$ cat config.mk
export PLATFORM = sky130hd
export DESIGN_NAME = seven_seg_scan_reader
export DESIGN_NICKNAME = d
export VERILOG_FILES = /design/src/rtl/seven_seg_scan_reader.sv
export SDC_FILE = /design/constraint.sdc
export NUM_CORES = 1
export LEC_CHECK = 0
export BUFFER_PORTS_ARGS = -buffer_cell sky130_fd_sc_hd__buf_2
export CAP_MARGIN = 10
export CORE_MARGIN = 2
export CORE_UTILIZATION = 46
export CTS_CLUSTER_SIZE = 20
export DETAILED_ROUTE_END_ITERATION = 8
export HOLD_SLACK_MARGIN = 0.05
export PLACE_DENSITY = 0.66
export RECOVER_POWER = 25
export SLEW_MARGIN = 5
export SYNTH_ARGS = -nofsm -noshare
export SYNTH_HDL_FRONTEND = slang
export SYNTH_SLANG_ARGS = --single-unit
$ cat constraint.sdc
create_clock -name Clock -period 3.3 [get_ports Clock]
set_input_delay 0.33 -clock Clock [delete_from_list [all_inputs] [get_ports Clock]]
set_output_delay 0.33 -clock Clock [all_outputs]
set_load 0.005 [all_outputs]
$ cat src/rtl/seven_seg_scan_reader.sv
// seven_seg_scan_reader: recovers hex digits from a scanned 7-seg bus.
// Define BLANK_DETECT_EN to add all-segments-off detection on BLANK[3:0].
module seven_seg_scan_reader #(
  parameter int STABLE_CYCLES = 4
) (
  input  logic        Clock,
  input  logic        Resetn,
  input  logic        A,
  input  logic        B,
  input  logic        C,
  input  logic        D,
  input  logic        E,
  input  logic        F,
  input  logic        G,
  input  logic [3:0]  AN,
  output logic [15:0] HEX,
  output logic [3:0]  DVALID,
  output logic [3:0]  ERR,
`ifdef BLANK_DETECT_EN
  output logic [3:0]  BLANK,
`endif
  output logic        UPD
);

  localparam int CW = (STABLE_CYCLES > 2) ?
                      $clog2(STABLE_CYCLES) : 1;
  // sample/prev pipeline already covers two of the stable edges
  localparam logic [CW-1:0] LAST = CW'(STABLE_CYCLES - 2);

  typedef enum logic [1:0] {
    IDLE,
    SETTLE,
    HELD
  } state_t;

  state_t        state, state_n;
  logic [CW-1:0] cnt, cnt_n;

  logic [3:0] smp_an, prv_an;
  logic [6:0] smp_seg, prv_seg;
  logic       same;
  logic       an_ok;
  logic [1:0] idx;
  logic       cap;
  logic [4:0] dec;

  logic [15:0] hex_n;
  logic [3:0]  dvalid_n;
  logic [3:0]  err_n;
  logic        upd_n;
`ifdef BLANK_DETECT_EN
  logic [3:0]  blank_n;
`endif

  function automatic logic [4:0] seg_decode(
    input logic [6:0] s
  );
    logic [4:0] r;
    r = 5'b0_0000;
    case (s)
      7'b0000001: r = {1'b1, 4'h0};
      7'b1001111: r = {1'b1, 4'h1};
      7'b0010010: r = {1'b1, 4'h2};
      7'b0000110: r = {1'b1, 4'h3};
      7'b1001100: r = {1'b1, 4'h4};
      7'b0100100: r = {1'b1, 4'h5};
      7'b0100000: r = {1'b1, 4'h6};
      7'b0001111: r = {1'b1, 4'h7};
      7'b0000000: r = {1'b1, 4'h8};
      7'b0001100: r = {1'b1, 4'h9};
      7'b0001000: r = {1'b1, 4'hA};
      7'b1100000: r = {1'b1, 4'hB};
      7'b0110001: r = {1'b1, 4'hC};
      7'b1000010: r = {1'b1, 4'hD};
      7'b0110000: r = {1'b1, 4'hE};
      7'b0111000: r = {1'b1, 4'hF};
      default:    r = 5'b0_0000;
    endcase
    return r;
  endfunction

  always_ff @(posedge Clock or negedge Resetn) begin
    if (!Resetn) begin
      smp_an  <= 4'hF;
      smp_seg <= 7'h7F;
      prv_an  <= 4'hF;
      prv_seg <= 7'h7F;
    end else begin
      smp_an  <= AN;
      smp_seg <= {A, B, C, D, E, F, G};
      prv_an  <= smp_an;
      prv_seg <= smp_seg;
    end
  end

  assign same = ({smp_an, smp_seg} == {prv_an, prv_seg});
  assign dec  = seg_decode(smp_seg);

  always_comb begin
    an_ok = 1'b1;
    idx   = 2'd0;
    case (smp_an)
      4'b1110: idx   = 2'd0;
      4'b1101: idx   = 2'd1;
      4'b1011: idx   = 2'd2;
      4'b0111: idx   = 2'd3;
      default: an_ok = 1'b0;
    endcase
  end

  always_ff @(posedge Clock or negedge Resetn) begin
    if (!Resetn) begin
      state <= IDLE;
      cnt   <= '0;
    end else begin
      state <= state_n;
      cnt   <= cnt_n;
    end
  end

  always_comb begin
    state_n = state;
    cnt_n   = cnt;
    cap     = 1'b0;
    unique case (state)
      IDLE: begin
        cnt_n = '0;
        if (an_ok) state_n = SETTLE;
      end
      SETTLE: begin
        if (!an_ok) begin
          state_n = IDLE;
          cnt_n   = '0;
        end else if (!same) begin
          cnt_n = '0;
        end else if (cnt == LAST) begin
          cap     = 1'b1;
          state_n = HELD;
          cnt_n   = '0;
        end else begin
          cnt_n = cnt + 1'b1;
        end
      end
      HELD: begin
        cnt_n = '0;
        if (!an_ok) state_n = IDLE;
        else if (!same) state_n = SETTLE;
      end
      default: begin
        state_n = IDLE;
        cnt_n   = '0;
      end
    endcase
  end

  always_comb begin
    hex_n    = HEX;
    dvalid_n = DVALID;
    err_n    = ERR;
`ifdef BLANK_DETECT_EN
    blank_n  = BLANK;
`endif
    if (cap) begin
      if (dec[4]) begin
        hex_n[{idx, 2'b00} +: 4] = dec[3:0];
        dvalid_n[idx] = 1'b1;
        err_n[idx]    = 1'b0;
`ifdef BLANK_DETECT_EN
        blank_n[idx]  = 1'b0;
      end else if (smp_seg == 7'h7F) begin
        blank_n[idx] = 1'b1;
        err_n[idx]   = 1'b0;
`endif
      end else begin
        err_n[idx] = 1'b1;
      end
    end
  end

`ifdef BLANK_DETECT_EN
  assign upd_n = {hex_n, dvalid_n, err_n, blank_n}
              != {HEX, DVALID, ERR, BLANK};
`else
  assign upd_n = {hex_n, dvalid_n, err_n}
              != {HEX, DVALID, ERR};
`endif

  always_ff @(posedge Clock or negedge Resetn) begin
    if (!Resetn) begin
      HEX    <= 16'h0000;
      DVALID <= 4'b0000;
      ERR    <= 4'b0000;
      UPD    <= 1'b0;
`ifdef BLANK_DETECT_EN
      BLANK  <= 4'b0000;
`endif
    end else begin
      HEX    <= hex_n;
      DVALID <= dvalid_n;
      ERR    <= err_n;
      UPD    <= upd_n;
`ifdef BLANK_DETECT_EN
      BLANK  <= blank_n;
`endif
    end
  end

endmodule

==> results of run 1 <==
-- cells in the mapped netlist (3+ instances only) --
| cell type | n | area share |
|---|---|---|
| inv_1 | 14 | 0.018 |
| nor2b_1 | 3 | 0.0063 |
| mux2_1 | 3 | 0.011 |
| xor2_1 | 3 | 0.0089 |
| dfrtp_1 | 29 | 0.24 |
| nand2_1 | 42 | 0.053 |
| nand2b_1 | 5 | 0.011 |
| ha_1 | 8 | 0.034 |
| o21ai_0 | 13 | 0.022 |
| o22ai_1 | 3 | 0.0063 |
| nand3b_1 | 3 | 0.0076 |
| a21oi_1 | 5 | 0.0084 |
| dfstp_2 | 22 | 0.19 |
| o31ai_1 | 13 | 0.033 |
| a22o_1 | 3 | 0.0089 |
| xnor2_1 | 15 | 0.044 |
| buf_2 | 6 | 0.010 |
| nor3_1 | 7 | 0.012 |
| nor2_1 | 16 | 0.020 |
| o21a_1 | 3 | 0.0076 |
| nand3_1 | 11 | 0.019 |
| mux2_2 | 4 | 0.015 |
| or4b_1 | 3 | 0.010 |
| or3b_1 | 3 | 0.0089 |
| clkbuf_1 | 5 | 0.0063 |
| nand4_1 | 7 | 0.015 |
-- worst max-delay path: cells and delay by family (launching register included) --
kind	cells	cell delay [ns]
AOI/OAI and AO/OA	4	0.93
adders and majority gates	1	0.40
DFF	1	0.61
muxes	1	0.28
and+or+nand+nor	4	0.71
-- power by group --
part / internal [mW] / switching [mW]
registers: 0.651 / 0.0284
clock network: 0.169 / 0.195
logic: 0.0544 / 0.0735
-- through the flow --
step / utilization / hold WS [ns] / setup WS, ns / instance area, um2
2_1_floorplan: - / 0.0344 / 0.350 / 2970
3_3_place_gp: 0.508 / 0.396 / 0.369 / 3190
3_5_place_dp: 0.508 / 0.398 / 0.304 / 3190
4_1_cts: 0.523 / 0.0903 / 0.288 / 3280
5_1_grt: 0.523 / 0.0967 / 0.0334 / 3280
6_report: 0.523 / 0.120 / 0.254 / 3280
-- sequential cells by signal, indices dropped and copies added, names as in the netlist, 4 cells and up --
register	flops
HEX	16
prv_an	4
smp_seg	7
ERR	4
DVALID	4
smp_an	4
prv_seg	7
-- final cells by class --
cell class / instances / area (um2)
Sequential cell: 51 / 1300
Clock buffer: 7 / 86.3
Multi-Input combinational cell: 218 / 1530
Tap cell: 77 / 96.3
Fill cell: 599 / 3000
Timing Repair Buffer: 40 / 206
Inverter: 14 / 52.6
Clock inverter: 1 / 5.00
-- per-layer routing --
layer	part of all wire	vias to the layer above	track usage
met5	0	-	0
met4	0.017	0	0.0792
met3	0.040	8	0.0285
met2	0.46	51	0.291
met1	0.48	1107	0.270
li1	-	1132	-
-- how the worst max path moves through the flow --
stage / slack, ns / endpoint / from / cells after the start
detailed placement: 0.30 / UPD / smp_an[1] / 9
global route: 0.03 / UPD / smp_an[1] / 9
CTS: 0.29 / UPD / smp_an[1] / 9
floorplan: 0.35 / UPD / smp_an[1] / 11
finish: 0.25 / UPD / smp_an[0] / 10
global placement: 0.37 / UPD / smp_an[3] / 10
-- logic make-up (layout without fill, tap and decap cells) --
logic type	count (synthesis)	count (layout)	synth area share
fa+ha+maj	8	8	0.0338
mux	9	9	0.0350
simple gates	119	119	0.223
buf+inv	28	62	0.0443
flops	51	51	0.440
xor+xnor	18	18	0.0532
compound gates	64	64	0.171
==> results, run 1 <==
- The final weighted congestion in routability-driven placement is 0.923.
- The signal on the critical path passes through nand2_1, or2_1, ha_1, nor2b_1, o21ai_1, nor2_1, mux2_4, a22o_1, o41ai_2, o2111ai_1.
- The flop and latch count out of synthesis is 51.
- The initial standard-cell utilization of the core is 0.472.
- TritonCTS built the clock tree.
- The worst clock skew is 0.00505 ns.
- The die is 84.3 um wide.
- At the worst endpoint, the required time is 3.47 ns.
- In this run, synthesis inferred 0 flip-flops with an integrated enable.
- For this design, the sink count on the clock tree is 51.
- The post-route non-filler standard cell count is 408.
- The peak ir drop on the vdd network is 190 uV.
- In the finished design, the share of the clock period the worst path needs comes to 0.923.
- The worst setup path is of the register to register kind.
- Buffers inserted during clock tree synthesis total 5.
- The launch instance of the worst min-delay path is AN[3].
- The power density normalized to cell area is 357 nW/um2.
- The first global-routing pass estimated 11,000 um of wire.
- Global routing finished with a remaining overflow of 0.
- The number of core rows is 29.
- The critical path capture point type is a register.
- The detail route stage leaves a number of antenna-violating nets equal to 0.
- The maximum number of buffers from clock root to sink is 2.
- After layout, the design draws a total of 1.17 mW.
- Hold repair after CTS inserted 0 buffers.
- The number of antenna violations at the first check in global routing is 0.
- The total routing resource utilization after global routing is 0.190.
- The count of yosys warnings during synthesis is 0.
- The number of hold violations in the final report is 0.
- The worst relative slew slack is -0.198.
- The setup TNS is 0 ns.
- The end point of the most critical hold path is smp_an[3].
- The slowest stage of the critical path is the dfstp_2 cell.
- The die covers 7100 um2.
- The number of detailed-routing iterations run before antenna repair is 4.
- Buffers placed on the I/O ports in this run total 37.
- Leaving out fill and tap cells, the most frequent cells in the layout are nand2_1, buf_2, dfrtp_1.
- After detailed routing, the number of remaining DRC violations is 0.
- The sum of routed wire length over all layers is 6320 um.
- For this run, the register share of the synthesized area comes to 0.440.
- Data arrives at the worst endpoint at 3.21 ns.
- The netlist uses 67 different library cells.
- The analysis attributes to cell leakage a power of 1.40 nW.
- The worst register-to-register path begins at smp_an[0].
- The number of slew-limit violations in the final report is 35.
- The vias after detailed routing is 2,298.
- The total of endpoints with negative setup slack in the final report is 0.
- The total instance count after detailed placement is 400.
- The root buffer cell is clkbuf_8.
- STA classifies the critical path startpoint as a register.
- The total nets after synthesis is 318.
- Entering global routing, the biggest net connects 35 pins.
- The largest stage delay on the critical path is 0.61 ns.
- The measured slew at the worst slew-check pin is 1.80 ns.
- Leaving out fill and tap cells, the most frequent cell in the layout is nand2_1.
- In this run the vertical extent of the chip is 84.3 um.
- The total number of H-tree levels is 2.
- The number of global-route vias before repair is 2,274.
- Synthesis produced a netlist whose cell count is 297.
- The net count of the finished layout is 351.
- Post-CTS timing repair inserted 0 buffers for setup.
- In the synthesized netlist the dominant register cell turns out to be dfrtp_1.
- Relative to the synthesized area, the layout overhead comes to 10.6%.
- The flow ran to the end, but the final reports show violations.
- Across the run, the number of max-cap violations was 1.
- The final period demand of the worst path is 3.05 ns.
- The number of top-level pins is 38.
- Clock-pin slew was measured on the worst setup and hold paths at 0.09 ns.
- The later pin in the worst-skew pair is clocked with a latency of 0.30 ns.
- 0 antenna diodes ended up in the layout.
- The worst register-to-register path has a depth of 10.
- The core region area is 6280 um2.
- The number of DRC markers in iteration 0 is 148.
- The average instance in the mapped netlist occupies 9.98 um2.
- The top fanout value on the critical path is 8.
- The cell area after synthesis is 2970 um2.
- The worst register-to-register path ends at UPD.
- The setup check on the worst reg-to-reg path leaves a slack of 0.25 ns.
- The worst min-delay path category is primary input to register.
- Setup repair after global routing left no endpoint under its margin.
- In the synthesized netlist the async set-or-reset flop fraction comes to 1.00.
- The routed length per instance is 15.5 um.
- The via count normalized by instance count is 5.63.
- For this run, the top clock speed supported by timing is 328 MHz.
- The share of layout cells above drive strength 1 is 0.263.
- The final reports fail on max-capacitance violations, max-slew violations.
- The worst hold path depth is 1.
- The detailed-placement wirelength estimate is 4600 um.
- The number of gates resized after cts is 0.
No activity file was read; power rests on OpenSTA's default activity.
==> inputs of run 2 (changes only) <==
RECOVER_POWER = not set   (was 25)
==> results, run 2 (same netlist as run 1, synthesis figures left out) <==
- The run finished with clean final reports.
- The core region area is 6280 um2.
- After clock tree synthesis, the clock-pin slew on the worst setup and hold paths is 0.09 ns.
- The startpoint identified for the worst register-to-register timing path is smp_an[0].
- The number of buffers inserted for hold repair after clock tree synthesis is 0.
- The number of global-route vias before repair is 2,274.
- The finished layout holds 408 standard cells, fillers aside.
- Clock tree synthesis selected as its root buffer the cell clkbuf_8.
- The required time at the endpoint of the critical path is 3.47 ns.
- The number of flip-flops under the largest register name is 16.
- The pin count of the biggest net entering global routing is 35.
- The worst clock skew is 0.00513 ns.
- The share of total power dissipated in sequential elements is 0.580.
- STA classifies the critical path startpoint as a register.
- The initial standard-cell utilization of the core is 0.472.
- The number of buffer cells added on primary ports is 37.
- The launch point of the worst path is smp_an[0].
- The horizontal die dimension is 84.3 um.
- The number of clock buffers added by TritonCTS is 5.
- The total of endpoints with negative setup slack in the final report is 0.
- From synthesis to final layout, the design area changed by 10.7%.
- The worst hold slack is 0.0855 ns.
- The internal portion of the total power is 875 uW.
- The number of antenna violations at the first check in global routing is 0.
- The count of cells along the worst register-to-register path is 10.
- The routed design uses 2900 um of met2 wire.
- The filler cell count is 598.
- The critical path ends at UPD.
- The register with the highest flop count is HEX.
- For this run, design rule violations remaining after detail routing come to 0.
- CTS built an H-tree with a depth of 2.
- The detailed router put a total of 3010 um of wire on met1.
- The number of hold violations in the final report is 0.
- In this run the register-to-register setup slack is 0.25 ns.
- The cell leakage power is 1.40 nW.
- After detailed routing, the number of vias per cell comes to 5.62.
- The final net count is 351.
- The source-to-sink clock delay at the later pin of the worst-skew pair is 0.30 ns.
- The number of detailed-routing iterations run before antenna repair is 4.
- The share of total power in the clock network is 0.311.
- In this run the vertical extent of the chip is 84.3 um.
- Once routing completed, OpenROAD measured the worst setup slack at 0.255 ns.
- The endpoint identified for the worst register-to-register timing path is UPD.
- The final route contains 2,293 vias.
- The detailed-placement wirelength estimate is 4600 um.
- The most common cell after layout, fill and taps aside is nand2_1.
- The worst path needs 3.05 ns of the cycle, external delays included.
- The number of gates resized after CTS was 0.
- The number of slew-limit violations in the final report is 0.
- The net switching share of the total power is 0.253.
- Routability-driven placement finished with a final weighted congestion of 0.923.
- The routed length per instance is 15.5 um.
- The post-placement setup slack is 0.304 ns.
- The first global-routing pass estimated 11,000 um of wire.
- Global routing finished with a remaining overflow of 0.
- The number of core rows is 29.
- Across the VDD grid, the largest voltage drop is 189 uV.
- For the pin with the worst max-slew slack, the measured transition is 0.747 ns.
- Setup repair after global routing left no endpoint under its margin.
- The critical path arrival is 3.21 ns.
- Summed over all nets, the switching power comes to 297 uW.
- The worst relative slew slack is 0.502.
- The top metal layer carrying routed signals is met4.
- The CTS tree is yes.
- The wire length on met3 is 291 um.
- Pin placement for this block handled 38 I/O pins.
- The critical path capture point type is a register.
- The remaining antenna violation count is 0.
- The tool flagged a number of max-cap violations equal to 0.
- The relative contribution of combinational cells to total power is 0.109.
- In the layout the commonest cells are nand2_1, buf_2, dfrtp_1.
- Counting every sink on the clock net gives 51.
- The power density normalized to cell area is 357 nW/um2.
- The setup path with the least slack is of type register to register.
- The detailed router finished its first iteration with 148 violations.
- Including well taps, the total number of placed cells is 400.
- The worst min-delay path category is primary input to async pin.
- The number of antenna repair diodes is 0.
- The share of the clock period used by the worst path after layout is 0.923.
- Wires add up to 6310 um.
- The maximum number of buffers from clock root to sink is 2.
- The completed layout was analyzed and its total power is 1.17 mW.
- The die covers 7100 um2.
- Of the cells placed in the final design, the portion with a size suffix greater than 1 is 0.266.
- Timing would allow up to 328 MHz.
- The largest registers in the layout are HEX: 16 flops, prv_seg: 7 flops, smp_seg: 7 flops.
- Summed over all failing endpoints, the final setup total negative slack is 0 ns.
- The total routing resource utilization after global routing is 0.190.
- The top fanout value on the critical path is 8.
- The number of post-CTS setup repair buffers is 0.
## run 2: cell count changes in the layout (fill, tap and decap cells not counted), sizes merged
cell / change
clkbuf: -1
buf: +1
## run 2: stage by stage
stage                util  area [um2]
global placement    0.508        3190
global route        0.523        3280
floorplan               -        2970
finish              0.523        3280
CTS                 0.523        3280
detailed placement  0.508        3190
## run 2: final cells by class
class | instances | area [um2] | share of cell area
well taps | 77 | 96.3 | 0.0294
multi-input cells | 218 | 1530 | 0.466
clock buffers | 7 | 86.3 | 0.0263
flip-flops and latches | 51 | 1300 | 0.397
clock inverters | 1 | 5.00 | 0.00152
repair buffers | 40 | 208 | 0.0633
inverters | 14 | 52.6 | 0.0160
## run 2: power by group through the flow
stage	logic, mW	registers [mW]	clock network, mW
2_1_floorplan	0.108	0.670	0
3_3_place_gp	0.126	0.690	0
3_5_place_dp	0.128	0.691	0
4_1_cts	0.128	0.680	0.387
5_1_grt	0.142	0.685	0.408
6_report	0.128	0.680	0.364
## run 2: critical path, stage by stage, from the launching register on
cell       delay, ns
dfstp_2         0.61
nand2_1         0.11
or2_1           0.34
ha_1            0.40
nor2b_1         0.18
o21ai_1         0.29
nor2_1          0.08
mux2_4          0.28
a22o_1          0.19
o41ai_2         0.31
o2111ai_1       0.14
## run 2: worst min path at each step
stage / start / end / slack, ns / depth (start not counted)
floorplan: Resetn / DVALID[0] / 0.03 / 0
global placement: smp_an[2] / prv_an[2] / 0.40 / 0
finish: Resetn / state[0] / 0.09 / 1
global route: G / smp_seg[0] / 0.1 / 1
detailed placement: smp_an[2] / prv_an[2] / 0.40 / 0
CTS: Resetn / state[0] / 0.09 / 1
## run 2: per-layer routing
| metal | GRT usage | vias up |
|---|---|---|
| met3 | 0.0285 | 8 |
| met4 | 0.0792 | 0 |
| met1 | 0.270 | 1101 |
| met2 | 0.291 | 51 |
| met5 | 0 | - |
| li1 | - | 1133 |
==> inputs of run 3 (changes only) <==
CORE_UTILIZATION = 37   (was 46)
PLACE_DENSITY = not set   (was 0.66)
==> results, run 3 (same netlist as run 1, synthesis figures left out) <==
- The pin count of the biggest net entering global routing is 35.
- The number of detailed-routing iterations run before antenna repair is 4.
- The post-place instance area is 3220 um2.
- Power comes to 1.20 mW.
- The most common cell after layout, fill and taps aside is nand2_1.
- The register-to-register path setup slack is 0.20 ns.
- In this run the core area contains 32 standard-cell rows.
- In the routed design, unresolved DRC markers number 0.
- The power density normalized to cell area is 362 nW/um2.
- The register with the highest flop count is HEX.
- In the layout the commonest cells are nand2_1, buf_2, dfrtp_1.
- Summed over all cells, the static leakage comes to 1.40 nW.
- Setup repair after global routing left no endpoint under its margin.
- The measured slew at the worst slew-check pin is 0.747 ns.
- The register with the most flip-flops in the layout has 16 of them.
- The share of the clock period used by the worst path after layout is 0.939.
- The maximum number of buffers from clock root to sink is 2.
- The largest registers in the layout are HEX: 16 flops, prv_seg: 7 flops, smp_seg: 7 flops.
- Data arrives at the worst endpoint at 3.27 ns.
- The die is 93.5 um wide.
- Derived from the worst setup path, the maximum achievable clock frequency is 323 MHz.
- The number of DRC markers in iteration 0 is 144.
- The reported max-cap violation count is 0.
- The final net count is 351.
- The CTS tree is yes.
- The tree built by TritonCTS fans out to 51 sinks.
- Clock tree synthesis selected as its root buffer the cell clkbuf_8.
- Routability-driven placement finished with a final weighted congestion of 0.881.
- The endpoint identified for the worst register-to-register timing path is UPD.
- The H-tree was split into 2 levels.
- For the worst flop-to-flop path, the logic depth is 8.
- The setup TNS is 0 ns.
- In this run the count of I/O pins placed on the die edge is 38.
- The number of antenna diodes in the final layout is 0.
- Headroom to the max-slew limit came out at 0.502.
- The category of the most critical setup path is register to register.
- The die height is 93.5 um.
- In this run the worst hold path is classified as primary input to async pin.
- In this run, CTS created clock tree buffers numbering 5.
- The startpoint kind of the worst setup timing path is a register.
- The peak ir drop on the vdd network is 272 uV.
- The sum of routed wire length over all layers is 6520 um.
- The final period demand of the worst path is 3.10 ns.
- The number of buffers inserted for hold repair after clock tree synthesis is 0.
- At the later pin of the worst-skew pair, clock insertion delay measures 0.30 ns.
- The top fanout value on the critical path is 8.
- Setup violations remaining at the end of the flow were counted as 0.
- Dividing the detail-routed wire length by the instance count gives 15.1 um.
- The start of the worst register-to-register path is smp_an[3].
- The die covers 8750 um2.
- In this run the standard cell core region covers 7730 um2.
- The number of hold violations in the final report is 0.
- Of the cells placed in the final design, the portion with a size suffix greater than 1 is 0.269.
- The total routing resource utilization after global routing is 0.162.
- The worst clock skew is 0.00760 ns.
- The worst setup path is captured at a register.
- The via count normalized by instance count is 5.36.
- The wire length of the first global-routing pass is 11,100 um.
- Across all hold checks on the routed design, the worst slack comes to 0.0862 ns.
- The post-route standard cell area excluding fillers is 3330 um2.
- The remaining antenna violation count is 0.
- The final route contains 2,319 vias.
- The number of slew-limit violations in the final report came to 0.
- The number of antenna violations at the first check in global routing is 0.
- The required time at the endpoint of the critical path is 3.47 ns.
- The number of buffer cells added on primary ports is 37.
- The run finished with clean final reports.
- After global routing the overflow that remains totals 0.
- The area added between synthesis and finish is 12.3%.
- The number of global-route vias before repair came to 2,168.
- The detailed-placement wirelength estimate is 4900 um.
- The initial standard-cell utilization of the core is 0.384.
- After clock tree synthesis, the clock-pin slew on the worst setup and hold paths is 0.09 ns.
-- run 3: where the power goes --
group / internal, mW / switching [mW] / leakage, nW
Sequential: 0.651 / 0.0289 / 0.636
Combinational: 0.0550 / 0.0738 / 0.715
Clock: 0.197 / 0.199 / 0.0506
-- run 3: stage by stage --
step / std cells / utilization / setup slack, ns
final: 433 / 0.431 / 0.201
after global routing: 433 / 0.431 / 0.00204
after CTS: 433 / 0.430 / 0.248
after detailed placement: 425 / 0.417 / 0.255
after global placement: 425 / 0.417 / 0.366
after floorplan: 297 / - / 0.350
-- run 3: critical path, stage by stage (launching register included) --
cell	delay, ns
dfstp_2	0.62
xnor2_1	0.13
or2_1	0.33
ha_1	0.40
or3_1	0.53
o211ai_1	0.25
o2111ai_1	0.19
o41ai_2	0.37
o2111ai_1	0.14
-- run 3: layout make-up --
cell class | count | area [um2]
fillers | 759 | 4400
multi-input cells | 218 | 1540
flip-flops and latches | 51 | 1300
repair buffers | 40 | 208
well taps | 102 | 128
clock buffers | 8 | 101
inverters | 14 | 52.6
-- run 3: metal layers --
layer  wire, um  up-vias  GRT usage
li1           -     1138          -
met1       3130     1128      0.228
met2       3050       47      0.252
met3        253        6     0.0290
met4         85        0     0.0502
met5          0        -          0
-- run 3: how the worst max path moves through the flow --
| stage | slack [ns] | from | to |
|---|---|---|---|
| after floorplan | 0.35 | smp_an[1] | UPD |
| after global placement | 0.37 | smp_an[3] | UPD |
| after detailed placement | 0.26 | smp_an[3] | UPD |
| after CTS | 0.25 | smp_an[3] | UPD |
| after global routing | 0.002 | smp_an[1] | UPD |
| final | 0.20 | smp_an[3] | UPD |
-- run 3: repair_timing --
item | in CTS | in global routing
gates resized for setup | 0 | 2
buffers inserted | 0 | 0
setup endpoints to repair | 0 | 1
